--- src/rtl/lfsr_seq_ctrl.sv ---
// Two-requester sequencer for an external LFSR: arbitrates ownership, optionally
// loads a seed over the three-word write port, then steps the LFSR for the requested count.
//
// state | meaning
// IDLE  | no owner; arbitrate pending requests
// LOAD0 | write seed[31:0] to BASE_ADDR
// LOAD1 | write seed[63:32] to BASE_ADDR+1
// LOAD2 | write seed[POLY_WIDTH-1:64] (zero-extended) to BASE_ADDR+2
// RUN   | step the LFSR once per cycle until the count expires
// DONE  | one-cycle completion pulse to the owner
module lfsr_seq_ctrl #(
    parameter int          POLY_WIDTH = 73,
    parameter int          CNT_W      = 8,
    parameter logic [11:0] BASE_ADDR  = 12'h0d7
) (
    input  logic                  clk,
    input  logic                  rst,
    input  logic [1:0]            req,
    input  logic [1:0]            reseed,
    input  logic [POLY_WIDTH-1:0] seed0,
    input  logic [POLY_WIDTH-1:0] seed1,
    input  logic [CNT_W-1:0]      cnt0,
    input  logic [CNT_W-1:0]      cnt1,
    input  logic                  abort,
    output logic [1:0]            gnt,
    output logic [1:0]            done,
    output logic                  busy,
    output logic                  lfsr_write,
    output logic [11:0]           lfsr_addr,
    output logic [31:0]           lfsr_wdata,
    output logic                  lfsr_enable,
    input  logic [POLY_WIDTH-1:0] lfsr_dout,
    output logic                  key_vld,
    output logic [POLY_WIDTH-1:0] key_data,
    output logic                  key_id
);

    // The seed is carried as three 32-bit words, so POLY_WIDTH must lie in 65..96.
    localparam int PAD_W = 96;

    typedef enum logic [2:0] {
        S_IDLE,
        S_LOAD0,
        S_LOAD1,
        S_LOAD2,
        S_RUN,
        S_DONE
    } state_t;

    state_t                state;
    state_t                state_nxt;
    logic                  owner;
    logic                  last_gnt;
    logic                  reseed_lat;
    logic [POLY_WIDTH-1:0] seed_lat;
    logic [CNT_W-1:0]      cnt_lat;
    logic [CNT_W-1:0]      counter;

    logic                  grant_take;
    logic                  grant_sel;
    logic [CNT_W-1:0]      cnt_sel;
    logic [PAD_W-1:0]      seed_pad;
    logic [1:0]            owner_oh;

    // Round-robin: a tie goes to whichever requester was not granted last.
    always_comb begin
        grant_sel = 1'b0;
        case (req)
            2'b01:   grant_sel = 1'b0;
            2'b10:   grant_sel = 1'b1;
            2'b11:   grant_sel = ~last_gnt;
            default: grant_sel = 1'b0;
        endcase
        cnt_sel = grant_sel ? cnt1 : cnt0;
    end

    always_comb begin
        state_nxt  = state;
        grant_take = 1'b0;
        case (state)
            S_IDLE: begin
                if (!abort && (req != 2'b00)) begin
                    grant_take = 1'b1;
                    if (reseed[grant_sel])
                        state_nxt = S_LOAD0;
                    else if (cnt_sel != '0)
                        state_nxt = S_RUN;
                    else
                        state_nxt = S_DONE;
                end
            end
            S_LOAD0: state_nxt = S_LOAD1;
            S_LOAD1: state_nxt = S_LOAD2;
            S_LOAD2: state_nxt = (cnt_lat != '0) ? S_RUN : S_DONE;
            S_RUN: begin
                if (counter <= CNT_W'(1))
                    state_nxt = S_DONE;
            end
            S_DONE:  state_nxt = S_IDLE;
            default: state_nxt = S_IDLE;
        endcase
        if (abort && (state != S_IDLE))
            state_nxt = S_IDLE;
    end

    always_ff @(posedge clk) begin
        if (rst) begin
            state      <= S_IDLE;
            owner      <= 1'b0;
            last_gnt   <= 1'b1;
            reseed_lat <= 1'b0;
            seed_lat   <= '0;
            cnt_lat    <= '0;
            counter    <= '0;
            key_vld    <= 1'b0;
            key_id     <= 1'b0;
        end else begin
            state   <= state_nxt;
            key_vld <= lfsr_enable;
            key_id  <= owner;
            if (grant_take) begin
                owner      <= grant_sel;
                last_gnt   <= grant_sel;
                reseed_lat <= reseed[grant_sel];
                seed_lat   <= grant_sel ? seed1 : seed0;
                cnt_lat    <= cnt_sel;
            end
            // Down-counter is armed on entry to RUN and stepped while in RUN.
            if (grant_take && (state_nxt == S_RUN))
                counter <= cnt_sel;
            else if ((state == S_LOAD2) && (state_nxt == S_RUN))
                counter <= cnt_lat;
            else if (state == S_RUN)
                counter <= counter - CNT_W'(1);
        end
    end

    always_comb begin
        seed_pad                   = '0;
        seed_pad[POLY_WIDTH-1:0]   = seed_lat;
        owner_oh                   = owner ? 2'b10 : 2'b01;

        busy        = (state != S_IDLE);
        gnt         = busy ? owner_oh : 2'b00;
        done        = (state == S_DONE) ? owner_oh : 2'b00;
        lfsr_enable = (state == S_RUN);
        lfsr_write  = 1'b0;
        lfsr_addr   = '0;
        lfsr_wdata  = '0;
        case (state)
            S_LOAD0: begin
                lfsr_write = 1'b1;
                lfsr_addr  = BASE_ADDR;
                lfsr_wdata = seed_pad[31:0];
            end
            S_LOAD1: begin
                lfsr_write = 1'b1;
                lfsr_addr  = BASE_ADDR + 12'd1;
                lfsr_wdata = seed_pad[63:32];
            end
            S_LOAD2: begin
                lfsr_write = 1'b1;
                lfsr_addr  = BASE_ADDR + 12'd2;
                lfsr_wdata = seed_pad[95:64];
            end
            default: begin
                lfsr_write = 1'b0;
            end
        endcase
        key_data = lfsr_dout;
    end

endmodule
--- config.mk ---
export PLATFORM = sky130hd
export DESIGN_NAME = lfsr_seq_ctrl
export DESIGN_NICKNAME = d
export VERILOG_FILES = /design/src/rtl/lfsr_seq_ctrl.sv
export SDC_FILE = /design/constraint.sdc
export NUM_CORES = 1
export LEC_CHECK = 0
export CAP_MARGIN = 20
export CORE_AREA = 2 2 141 143
export DETAILED_ROUTE_END_ITERATION = 8
export DIE_AREA = 0 0 143 145
export PLACE_DENSITY = 0.67
export SYNTH_ARGS = -nofsm -noshare
export SYNTH_HDL_FRONTEND = slang
export SYNTH_SLANG_ARGS = --single-unit
export TNS_END_PERCENT = 1
--- constraint.sdc ---
create_clock -name clk -period 5.5 [get_ports clk]
set_clock_uncertainty 0.15 [all_clocks]
set_input_delay 0.825 -clock clk [delete_from_list [all_inputs] [get_ports clk]]
set_output_delay 0.825 -clock clk [all_outputs]
set_load 0.05 [all_outputs]
==> run summary, run 1 <==
The number of global-route vias before repair is 5,103. The horizontal extent of the die is 143 um. In the final layout, the share of cells above drive strength 1 is 5.75%. The tools report the number of detailed-routing iterations run before antenna repair as 4. The top cell type by total area after synthesis is dfxtp_1. The run gives 4.53 ns as the critical path required time.

In this run the post-CTS setup repair buffer count came out at 0. The endpoint class of the critical path is an output pin. CTS built an H-tree with a depth of 3. Summed over all layers, the routed wires come to 18,500 um. The worst setup path is of the register to output pin kind. Measured against its own limit, the worst slew margin works out to 33.5%. The routed layout has 5,294 vias. The most common library cell in the layout ignoring fill and taps was clkdlybuf4s50_1. The detailed router finished its first iteration with 408 violations. The initial utilization of the core area, before any placement, comes to 28.6%. Setup repair after global routing left no endpoint under its margin. The number of hold violations in the final report is 0. Clock-pin slew on the worst setup and hold paths: 0.07 ns. TritonCTS built the clock tree. The flow ran to the end, and the final reports show no timing, DRC or antenna violations. The final weighted congestion of routability-driven global placement came out at 0.812.

The final setup TNS came out at 0 ns. In this run the deepest clock path goes through 2 buffers. The worst min-delay path class was register to register. The share of the cycle needed by the critical path after routing was 78.2%; the number of primary I/O pins was 368. The number of routed nets with antenna violations was 0; the minimum clock period after layout was 4.30 ns.

Sorting the synthesized cells by area gives the leading types as dfxtp_1 (35%), a311oi_1 (12%), nand2_1 (12%). The cell count after synthesis was 713. For this run, the top clock speed supported by timing is 0.233 GHz.

The die covers 0.0207 mm^2. The number of hold buffers added after CTS was 0. The number of buffers inserted during clock tree synthesis was 9.

The first global-routing pass estimated 28,800 um of wire. Summed over all nets, the half-perimeter wirelength after detailed placement is 13,200 um. Data arrival at the endpoint of the critical path: 3.32 ns. For the worst flop-to-flop path, the logic depth is 5. Clock tree synthesis selected as its root buffer the cell clkbuf_16. The run gives 93 as the largest net degree at the start of global routing. For this run, the leading register cell type out of synthesis is dfxtp_1.

The tool flagged a number of max-cap violations equal to 0. The worst hold slack is 0.350 ns, and the count of final setup violators is 0. The tools report the count of synthesis-stage warnings from yosys as 0.

The total number of clock tree sinks was 96; the synthesized area divided by synthesized cell count was 7.70 um^2. The number of buffers inserted by port buffering came out at 216. The floorplan die height is 145 um.

The run gives 0.34 ns as the worst-skew pair later-pin latency. The number of vias per cell after detailed routing came out at 4.89. Number of gates given a new drive strength after cts: 0. The core region is 0.0192 mm^2. The synthesized area is 0.00549 mm^2, and the final number of max-transition violations is 0.

The average wire length per cell after detail routing works out to 17.1 um. The library cells used most frequently in the layout, excluding fill and tap cells, are clkdlybuf4s50_1 (215), nand2_1 (170), nor2_1 (99). Of all nets on the critical path, the largest fanout is 23. The static leakage was 2.84 nW. In this run, synthesis inferred 0 flip-flops with an integrated enable. Actual slew at the worst max-slew pin: 0.998 ns. The growth of design area from synthesis to finish is 37.2%.

The worst-case IR drop observed on VDD is 0.000136 V. The tools report the post-detailed-route DRC marker count as 0. In the final design database the tool counted 1,056 nets. The row count is 51, and the area fraction of the dominant cell type after synthesis is 35.0%. Counting distinct cell types in the post-synthesis netlist gives 45. The initial antenna violation count is 1, and the power density over the cells is 268 mW/mm^2.

The worst hold path passes through 2 cells. For this run the aggregate overflow at the end of global routing stands at 0. For the share of synthesized area occupied by flip-flops and latches, the log shows 35.0%.

After synthesis the netlist holds a flip-flop and latch count of 96. Global routing used 17.7% of the available tracks across all layers. The proportion of synthesized flip-flops having asynchronous set or reset was 0%. The critical path startpoint category is a register.
-- stage by stage --
| step | power [W] | area (um^2) | utilization, % | setup WS (ns) | instances |
|---|---|---|---|---|---|
| detailed placement | 0.00141 | 7240 | 37.7 | 1.59 | 1066 |
| finish | 0.00202 | 7530 | 39.2 | 1.20 | 1083 |
| global placement | 0.00141 | 7240 | 37.7 | 1.68 | 1066 |
| CTS | 0.00205 | 7530 | 39.2 | 1.20 | 1082 |
| floorplan | 0.00132 | 5510 | - | 2.11 | 717 |
| global route | 0.00213 | 7530 | 39.2 | 0.979 | 1083 |
-- kinds of logic (layout without fill, tap and decap cells) --
family                   Yosys count  after routing  share of synthesized area (%)
AO/OA/AOI/OAI                    147            147                           22.7
XOR/XNOR                           6              6                          0.957
adder cells (fa/ha/maj)            2              2                          0.456
buffers and inverters            143            243                           15.7
flip-flops                        96             96                           35.0
multiplexers                      14             14                           2.76
other                              1              6                         0.0683
AND/OR/NAND/NOR                  304            304                           22.4
-- registers in the layout, summed over array words and instances, names as in the netlist --
| signal | cells |
|---|---|
| cnt_lat | 8 |
| owner | 1 |
| counter | 8 |
| last_gnt | 1 |
| state | 3 |
| key_vld | 1 |
| seed_lat | 73 |
| key_id | 1 |
-- final timing paths --
check	start	to	slack, ns
worst max register to register	state[0]	seed_lat[5]	2.64
worst min-delay path	seed_lat[72]	seed_lat[72]	0.35
worst max-delay path	state[1]	lfsr_wdata[17]	1.20
worst min register to register	seed_lat[72]	seed_lat[72]	0.35
-- synth_stat cells (2+ instances only) --
master and number:
buf_4 82, dfxtp_1 96, buf_2 14, nor3_1 6, a311oi_1 73, nand2_1 170
nor2_1 99, nor4_1 8, a211oi_1 4, xor2_1 2, inv_1 4, nor2b_1 5
mux2_2 9, xnor2_1 4, nand3_1 4, a22o_1 23, clkbuf_1 34, a21oi_1 7
mux2i_1 5, o211a_1 5, and2_1 4, buf_1 8, o21ai_0 7, o221a_2 9
a22oi_1 10, ha_1 2
-- worst max-delay path, cell delays in order (launching register included) --
cell and delay, ns:
dfxtp_1 0.70, nor2b_1 0.32, and2_1 0.83, a22o_1 0.30, clkdlybuf4s50_1 0.82
-- where the power goes --
| part | internal (W) | leakage, nW | total (W) | switching, W |
|---|---|---|---|---|
| Combinational | 0.000260 | 1.90 | 0.000559 | 0.000298 |
| Sequential | 0.000771 | 0.793 | 0.000833 | 0.0000620 |
| Clock | 0.000344 | 0.145 | 0.000626 | 0.000281 |
-- final cells by class --
cell class	instances	area, um^2
Fill cell	1968	11700
Clock inverter	4	26.3
Antenna cell	1	2.50
Clock buffer	12	267
Timing Repair Buffer	222	2210
Multi-Input combinational cell	478	2750
Sequential cell	96	1920
Tap cell	265	332
Inverter	5	18.8
-- layer usage --
metal	vias to the layer above	global-route usage (%)	routed length, um
li1	2613	-	-
met1	2452	22.5	7840
met2	180	28.6	8890
met3	49	3.96	1260
met4	0	7.38	497
met5	-	0	0
No activity file was read; power rests on OpenSTA's default activity.
==> run 2: changes to the inputs <==
--- a/config.mk
+++ b/config.mk
@@ -6,9 +6,9 @@
 export NUM_CORES = 1
 export LEC_CHECK = 0
 export CAP_MARGIN = 20
-export CORE_AREA = 2 2 141 143
+export CORE_AREA = 2 2 144 146
 export DETAILED_ROUTE_END_ITERATION = 8
-export DIE_AREA = 0 0 143 145
+export DIE_AREA = 0 0 146 148
 export PLACE_DENSITY = 0.67
 export SYNTH_ARGS = -nofsm -noshare
 export SYNTH_HDL_FRONTEND = slang
==> constraint.sdc (replaced) <==
create_clock -name clk -period 3.82 [get_ports clk]
set_clock_uncertainty 0.15 [all_clocks]
set_input_delay 0.573 -clock clk [delete_from_list [all_inputs] [get_ports clk]]
set_output_delay 0.573 -clock clk [all_outputs]
set_load 0.05 [all_outputs]
==> run 2 against run 1 <==
  * Global-route usage shrank 1.4 points
  * Combinational power grew 54%
  * Utilization grew 0.53 points
  * Final cell count grew 1.1%
  * Hold slack lost 0.0047 ns
  * First-iteration DRC count shrank 24%
  * Design area grew 5.7%
  * Critical endpoint is now lfsr_wdata[1]
  * Largest power group unchanged
==> run summary, run 2 (synthesis gave the netlist of run 1 again) <==
The flow ran to the end, and the final reports show no timing, DRC or antenna violations. Dividing the detail-routed via count by the number of cells gives 4.85. The worst setup path is launched from a register. Cells with a size suffix above 1 make up 10.8% of the layout. Power spread over the standard cell area amounts to 376 mW/mm^2. seed_lat holds more flip-flops than any other register. The tools report the worst supply voltage drop on vdd as 0.000212 V. The logs give 312 for the initial detailed-routing violation count and 0 for the final global-route overflow total. The worst min-delay path class is register to register. Once placement finished, the instance area stood at 0.00766 mm^2. The largest net degree at the start of global routing came out at 59.

The flip-flop count of the largest register after layout came out at 73. The floorplan die height is 148 um. The slowest stage of the critical path is the nor2_1 cell. The number of global-route vias before repair was 5,143. Of all nets on the critical path, the largest fanout is 13. In this run, CTS created clock tree buffers numbering 9.

The horizontal extent of the die was 146 um. The number of detailed-routing iterations run before antenna repair was 5. The share of the cycle needed by the critical path after routing works out to 82.4%.

Endpoint class of the critical path: an output pin. Across the run, the number of max-cap violations was 0. The core region is 0.0200 mm^2.

The number of buffers added to fix hold violations after cts was 0; the fraction of power spent switching nets was 30.2%. The clock drives 96 sinks. The total routing resource utilization after global routing came out at 16.3%. In this run the worst setup path begins at state[0]. The cell that appears most often on the critical path is nor2_1. The routed design has 17,900 um of wire. For the final routed database, the setup TNS stands at 0 ns. The net count of the finished layout is 1,065. In the final layout, the registers with the most flip-flops are seed_lat (73), cnt_lat (8), counter (8). The analysis attributes to net switching a power of 0.000903 W. The tools report the HPWL after detailed placement as 13,100 um. The startpoint identified for the worst register-to-register timing path is state[2]. Setup repair after global routing left no endpoint under its margin.

The first global-routing pass estimated 27,900 um of wire. Sequential cells burn 39.5% of the power. The final core utilization was 39.7%; the worst max-slew margin expressed relative to the limit was 39.9%. The count of final setup violators is 0, and the growth of design area from synthesis to finish is 45.1%. The signal on the critical path passes through buf_4 > inv_1 > nor2_1 > a22oi_1 > nor2_1 > buf_12. After clock tree synthesis, the clock-pin slew on the worst setup and hold paths is 0.07 ns. For this run, design rule violations remaining after detail routing come to 0. Data arrival at the endpoint of the critical path: 2.42 ns. The cell sitting at the root of the clock tree is a clkbuf_16.

The floorplan has 52 rows. Counting the fill cells in the layout gives 2,077. During I/O placement, the number of pins put on the boundary was 368. The initial core utilization was 27.4%; the worst-skew pair later-pin latency was 0.34 ns. The number of gates given a new drive strength after cts was 0; the final cell area excluding filler cells was 0.00797 mm^2.

For the worst setup path, the data required time is 3.10 ns. Counting along the longest clock path gives a buffer depth of 2. The final weighted congestion of routability-driven global placement was 0.818; the achievable frequency was 0.318 GHz.

The repair_antennas step left the layout with diodes totalling 0. Of the total power, the clock network draws 31.8%. In the layout the commonest cells are clkdlybuf4s50_1 (179), nand2_1 (170), nor2_1 (99).

Once detail routing completed, the nets flagged for antenna violations numbered 0. The largest single stage delay on the critical path is 0.70 ns. Final number of max-transition violations: 0. TritonCTS built the clock tree.

The static leakage was 3.06 nW. In this run the tool buffered the top-level ports with 216 buffer cells. Internal power comes to 0.00209 W.

The run gives 0 as the number of hold violations in the final report. The startpoint of the lowest-slack hold path is seed_lat[34]. Subtracting the final worst setup slack from the clock period gives 3.15 ns. The die covers 0.0216 mm^2. Across all layers, the routed design uses 5,314 vias. Initial antenna violation count: 0. The level count of the clock H-tree is 3, and the actual slew at the worst max-slew pin is 0.898 ns. Most common library cell in the layout ignoring fill and taps: clkdlybuf4s50_1.

The logs give 28.7% for the part of the power in combinational logic and 0.00299 W for the total power after layout. Dividing the detail-routed wire length by the instance count gives 16.3 um. The path type of the worst setup path is register to output pin.

The number of setup buffers added after CTS was 0.
[run 2: cell count changes in the layout (fill, tap and decap cells not counted), sizes merged]
cell           change
buf               +45
clkdlybuf4s50     -36
bufinv             +2
clkbuf             -1
clkinvlp           -1
diode              -1
inv                -1
[run 2: worst max-delay path: cells and delay by family (launching register included)]
| kind | cells | cell delay [ns] |
|---|---|---|
| AO/OA/AOI/OAI | 1 | 0.21 |
| buffers and inverters | 3 | 0.55 |
| flip-flops | 1 | 0.35 |
| AND/OR/NAND/NOR | 2 | 0.97 |
[run 2: path summary, 6_finish.rpt]
path                        end  slack [ns]  cells after the start
setup / recovery  lfsr_wdata[1]        0.67                      6
hold / removal     seed_lat[34]        0.35                      2
setup reg to reg   seed_lat[57]        1.46                      6
hold reg to reg    seed_lat[34]        0.35                      2
[run 2: routing by layer]
layer  part of all wire (%)  GRT usage, %
met5                      0             0
met4                    2.8          6.80
met3                    7.5          4.85
met1                     42          20.7
met2                     47          25.8
[run 2: area by class of cell]
type,instances,area (um^2),share of cell area (%)
Inverter,5,18.8,0.236
Timing Repair Buffer,231,2630,33.1
Tap cell,270,338,4.24
Clock buffer,11,233,2.92
Clock inverter,4,70.1,0.880
Sequential cell,96,1920,24.1
Multi-Input combinational cell,478,2750,34.5
[run 2: per-stage QoR]
stage,worst slack (ns),hold WS [ns],std cells
after floorplan,0.682,0.323,717
after global placement,0.906,0.337,1080
after detailed placement,0.822,0.341,1080
after CTS,0.625,0.350,1095
after global routing,0.383,0.369,1095
final,0.672,0.346,1095
[run 2: power groups by stage]
stage | registers (W) | logic (W) | clock network [W]
finish | 0.00118 | 0.000859 | 0.000954
global route | 0.00119 | 0.000942 | 0.00102
CTS | 0.00118 | 0.000869 | 0.000984
detailed placement | 0.00120 | 0.000866 | 0
global placement | 0.00120 | 0.000859 | 0
floorplan | 0.00118 | 0.000715 | 0
